## config.mk

```make
export PLATFORM = sky130hd
export DESIGN_NAME = robo_top
export DESIGN_NICKNAME = d
export VERILOG_FILES = /design/src/rtl/robo_top.sv
export SDC_FILE = /design/constraint.sdc
export NUM_CORES = 1
export LEC_CHECK = 0
export BUFFER_PORTS_ARGS = -buffer_cell sky130_fd_sc_hd__buf_4
export CORE_MARGIN = 1.5
export CORE_UTILIZATION = 45
export CTS_BUF_LIST = sky130_fd_sc_hd__clkbuf_4 sky130_fd_sc_hd__clkbuf_8
export DETAILED_ROUTE_END_ITERATION = 8
export GPL_TIMING_DRIVEN = 0
export PLACE_DENSITY_LB_ADDON = 0.1
export SKIP_LAST_GASP = 1
export SLEW_MARGIN = 20
export SYNTH_ARGS = -nofsm -noshare
export SYNTH_HDL_FRONTEND = slang
export SYNTH_SLANG_ARGS = --single-unit
```

## constraint.sdc

```tcl
create_clock -name clock -period 1.22 [get_ports clock]
set_input_delay 0.122 -clock clock [delete_from_list [all_inputs] [get_ports clock]]
set_output_delay 0.122 -clock clock [all_outputs]
set_load 0.02 [all_outputs]
```

## src/rtl/robo_top.sv

```systemverilog
// Left-hand wall-following controller for a pipe-inspection robot, with a
// debounced three-button operator front end and single-step execution.
module robo_top #(
    parameter int DEBOUNCE_CYCLES = 4
) (
    input  logic clock,
    input  logic reset,
    input  logic head,
    input  logic left,
    input  logic under,
    input  logic barrier,
    input  logic key_reset,
    input  logic key_mode,
    input  logic key_step,
    output logic avancar,
    output logic girar,
    output logic recolher_entulho,
    output logic btn_reset,
    output logic btn_mode,
    output logic btn_step,
    output logic step_mode,
    output logic done
);

    localparam int CW = (DEBOUNCE_CYCLES > 1) ? $clog2(DEBOUNCE_CYCLES) : 1;
    localparam logic [CW-1:0] CNT_LAST = CW'(DEBOUNCE_CYCLES - 1);

    typedef enum logic [2:0] {
        SEARCH,
        FOLLOW,
        CORNER,
        ROTATE,
        REMOVE,
        DONE
    } state_t;

    logic [2:0] keys;
    logic [2:0] sync_a;
    logic [2:0] sync_b;
    logic [2:0] pulse;

    assign keys = {key_step, key_mode, key_reset};

    always_ff @(posedge clock or negedge reset) begin
        if (!reset) begin
            sync_a <= '0;
            sync_b <= '0;
        end else begin
            sync_a <= keys;
            sync_b <= sync_a;
        end
    end

    // The counter runs only while the synchronized level disagrees with the
    // accepted level, so both press and release need a full stable run.
    for (genvar i = 0; i < 3; i++) begin : g_deb
        logic [CW-1:0] cnt;
        logic          pressed;
        logic          pls;

        always_ff @(posedge clock or negedge reset) begin
            if (!reset) begin
                cnt     <= '0;
                pressed <= 1'b0;
                pls     <= 1'b0;
            end else begin
                pls <= 1'b0;
                if (sync_b[i] == pressed) begin
                    cnt <= '0;
                end else if (cnt == CNT_LAST) begin
                    cnt     <= '0;
                    pressed <= sync_b[i];
                    pls     <= sync_b[i];
                end else begin
                    cnt <= cnt + 1'b1;
                end
            end
        end

        assign pulse[i] = pls;
    end

    assign btn_reset = pulse[0];
    assign btn_mode  = pulse[1];
    assign btn_step  = pulse[2];

    state_t state;
    state_t state_nxt;
    logic   departed;
    logic   departed_nxt;
    logic   done_nxt;
    logic   av_nxt;
    logic   gi_nxt;
    logic   re_nxt;
    logic   enable;

    // Enable uses the step_mode in force before any same-cycle toggle.
    assign enable = !step_mode || btn_step;

    always_comb begin
        state_nxt    = state;
        departed_nxt = departed;
        done_nxt     = done;
        av_nxt       = 1'b0;
        gi_nxt       = 1'b0;
        re_nxt       = 1'b0;
        if (btn_reset) begin
            state_nxt    = SEARCH;
            departed_nxt = 1'b0;
            done_nxt     = 1'b0;
        end else if (enable && state != DONE) begin
            if (!under) begin
                departed_nxt = 1'b1;
            end
            if (under && departed) begin
                state_nxt = DONE;
                done_nxt  = 1'b1;
            end else if (barrier) begin
                re_nxt    = 1'b1;
                state_nxt = REMOVE;
            end else begin
                case (state)
                    SEARCH, REMOVE: begin
                        if (head) begin
                            gi_nxt    = 1'b1;
                            state_nxt = ROTATE;
                        end else begin
                            av_nxt    = 1'b1;
                            state_nxt = left ? FOLLOW : SEARCH;
                        end
                    end
                    FOLLOW: begin
                        if (!left) begin
                            gi_nxt    = 1'b1;
                            state_nxt = CORNER;
                        end else if (head) begin
                            gi_nxt    = 1'b1;
                            state_nxt = ROTATE;
                        end else begin
                            av_nxt = 1'b1;
                        end
                    end
                    CORNER: begin
                        if (head) begin
                            gi_nxt    = 1'b1;
                            state_nxt = ROTATE;
                        end else begin
                            av_nxt    = 1'b1;
                            state_nxt = FOLLOW;
                        end
                    end
                    ROTATE: begin
                        if (head) begin
                            gi_nxt = 1'b1;
                        end else begin
                            av_nxt    = 1'b1;
                            state_nxt = left ? FOLLOW : SEARCH;
                        end
                    end
                    default: ;
                endcase
            end
        end
    end

    always_ff @(posedge clock or negedge reset) begin
        if (!reset) begin
            state            <= SEARCH;
            departed         <= 1'b0;
            done             <= 1'b0;
            step_mode        <= 1'b0;
            avancar          <= 1'b0;
            girar            <= 1'b0;
            recolher_entulho <= 1'b0;
        end else begin
            state            <= state_nxt;
            departed         <= departed_nxt;
            done             <= done_nxt;
            step_mode        <= step_mode ^ btn_mode;
            avancar          <= av_nxt;
            girar            <= gi_nxt;
            recolher_entulho <= re_nxt;
        end
    end

endmodule

```

==> impl_metrics.toml <==
[status]
outcome = "finished with violations"
violations = "negative setup slack"

[routing]
top_layer = "met4"
drtAntennaViolNets = 0
via_count = 777
wirelength_mm = 1.876
dr.pass1.iters = 4
m1WireLength_um = 814
viasPerCell = 5.215
wl_met2_um = 971
drc_errors = 0
wl_per_cell_um = 12.59
wl_met3_um = 54
drt-initial-drc-count = 3

[clocking]
cts.htree.levels = 1
cts_tree = "built"
clk_path_buf_depth = 2
cts_root_buf = "clkbuf_4"
clkLatencyLatePin_ns = 0.32
cts_made_buffers = 3
clk_pin_slew_worst_paths_ns = 0.14
cts.sinks = 27

[finish]
nets = 132
fin_area_um2 = 1426
syn_to_final_growth_pct = 25.00
multiInputGateArea_um2 = 436.7
register_area_um2 = 678.2
diodes = 0
fillCellCount = 226
post-route-util_pct = 58.64
drive_gt1_share_pct = 32.77

[placement]
dpl.hpwl_mm = 1.286
dpl_cell_area_um2 = 1306
routabilityCongestion = 0.7535
post-place-ws_ns = -0.05196
port_buffers = 16

[die]
fp.dieH_um = 53.36
initial_utilization_pct = 46.91
core_area_um2 = 2432
ios = 17
die_w_um = 53.36
rows = 18
die_area_um2 = 2847

[critical_path]
r2r-end = "state[0]$_DFFE_PN0P_"
critical_path_arrival_ns = 1.48
cp_max_fo = 9
rrSetupSlack_ns = -0.04
crit_path_end_kind = "register"
r2r-start = "state[0]$_DFFE_PN0P_"
cp_data_required_time_ns = 1.45
worst_setup_path_start_kind = "register"
ff2ff_path_depth = 5
crit_type = "reg2reg"

[sta]
slew_violations = 0
max_slew_margin_pct = 77.78
rsz0062_at_grt = "true"
period_share_pct = 103.0
tightest_slew_ns = 0.3333
skew_ns = 0.003472
fmax_ghz = 0.7959
finalHoldViolCount = 0
setup-violations-final = 2
period_needed_ns = 1.256
fin_ws_ns = -0.03640

[grt]
first_global_vias = 738
grt_max_degree = 28
grt.total_usage_pct = 15.35
grt_pass1_wl_mm = 3.001
grt_overflow_total = 0
antenna_found_initial = 0

[synth]
ys_seq_area_share_pct = 59.21
netlist.area_leader.share_pct = 59.21
synth_compound_area_share_pct = 13.60
synth_top_family_by_area = "simple AND/OR/NAND/NOR gates"
synth_top_cell_by_area = "dfrtp_1"
synthesis.area_um2 = 1141
syn_area_per_cell_um2 = 12.40
syn_inst = 92
synth_cell_types = 37
synth_enable_flop_cells = 0
async_reset_ff_share_pct = 100.0
ys_warn_count = 0
ys_ff_latch = 27
synth_xor_area_share_pct = 3.070
synth.net_count = 104
synthAdderAreaFrac_pct = 3.289
synthFlopType = "dfrtp_1"
synthMuxAreaShare_pct = 1.864
yosys-top-cells-area = "dfrtp_1, ha_1, buf_6"
yosys.area_share.simple_pct = 13.71

[pwr]
p_leak_nw = 0.6884
ir_drop_v = 0.001123
powerDensity_nw_per_um2 = 2104

[min_path]
hold_path_class = "in2reg"
hp-start = "under"
min_to = "departed$_DFFE_PN0P_"
hold_depth = 4

[flow_run]
cap_violations = 0
worst max-delay path, stage by stage (launching register included):
cell       delay, ns
dfrtp_1         0.40
buf_6           0.14
o21ai_4         0.16
nand3_4         0.12
o2bb2ai_2       0.14
a22o_1          0.20
how the worst max path moves through the flow:
| stage | from | to | slack, ns | depth (start not counted) |
|---|---|---|---|---|
| after floorplan | btn_reset$_DFF_PN0_ | state[0]$_DFFE_PN0P_ | 0.005 | 4 |
| after global placement | state[1]$_DFFE_PN0P_ | state[0]$_DFFE_PN0P_ | -0.04 | 5 |
| after detailed placement | state[1]$_DFFE_PN0P_ | state[0]$_DFFE_PN0P_ | -0.05 | 5 |
| after CTS | state[1]$_DFFE_PN0P_ | state[0]$_DFFE_PN0P_ | -0.06 | 5 |
| after global routing | state[1]$_DFFE_PN0P_ | state[1]$_DFFE_PN0P_ | -0.12 | 5 |
| final | state[0]$_DFFE_PN0P_ | state[0]$_DFFE_PN0P_ | -0.04 | 5 |
flip-flops by register name (all words and copies together), names as in the netlist:
register and count:
departed 1, girar 1, sync_a 3, done 1
avancar 1, g_deb.cnt 6, btn_mode 1, step_mode 1
state 3, btn_reset 1, g_deb.pressed 3, btn_step 1
recolher_entulho 1, sync_b 3
cells by family (layout without fill, tap and decap cells):
family	Yosys count	in the layout
XOR/XNOR	4	4
adder cells (fa/ha/maj)	3	3
multiplexers	2	2
buffers and inverters	10	37
flip-flops	27	27
AND/OR/NAND/NOR	25	25
AO/OA/AOI/OAI	21	21
cells in the mapped netlist, drive strengths merged, types with 2 or more instances:
cell type	instances
o21ai	6
nor3	2
o22ai	2
a21oi	6
nand2	4
xor2	3
nor2	5
buf	3
inv	7
nand3	2
dfrtp	27
o2bb2ai	2
ha	3
nor3b	2
and2	3
layout make-up:
cell class / instances / share of cell area (%)
sequential: 27 / 47.54
multi-input combinational: 55 / 30.61
timing repair buffer: 23 / 13.07
tap: 30 / 2.632
buffer: 3 / 2.368
inverter: 7 / 1.842
clock buffer: 3 / 1.579
clock inverter: 1 / 0.3509
cells in the final DEF, fill, tap and decap left out, types with 2 or more instances in the layout:
cell,netlist,routed
dfrtp_1,27,25
buf_4,0,18
inv_1,7,7
a21oi_1,6,6
nor2_1,5,5
buf_6,3,4
o21ai_0,4,4
dlygate4sd3_1,0,4
xor2_1,3,3
nand2_1,3,3
ha_1,3,3
clkbuf_4,0,3
and2_1,2,2
nor3b_1,2,2
dfrtp_2,0,2
through the flow:
step | instances | total power, mW | hold WS (ns) | TNS, ns
after detailed placement | 138 | 2.495 | 0.05428 | -0.05196
after CTS | 149 | 2.935 | 0.07646 | -0.1012
final | 149 | 3.001 | 0.09528 | -0.05907
after floorplan | 92 | 2.182 | -0.1736 | 0
after global placement | 138 | 2.453 | 0.04993 | -0.03867
after global routing | 149 | 3.234 | 0.08222 | -0.2791
per-layer routing:
| metal | global-route usage [%] | vias up |
|---|---|---|
| met5 | 0 | - |
| met4 | 8.974 | 0 |
| met3 | 3.390 | 4 |
| met2 | 26.54 | 13 |
| met1 | 17.06 | 387 |
| li1 | - | 373 |
what timing repair did:
item                                   CTS  global route
setup endpoints to repair                1             6
gates resized for setup                  0             6
pin swaps                                3             5
setup buffers                            3             0
endpoints found under the hold margin   30             0
gates cloned                             0             0
hold buffers                             4             0
report_power, final:
part | switching [mW] | leakage (nW) | internal, mW
Clock | 0.254 | 0.0177 | 0.123
Sequential | 0.180 | 0.331 | 1.15
Combinational | 0.641 | 0.339 | 0.654
Power figures use the tool's default switching activity.
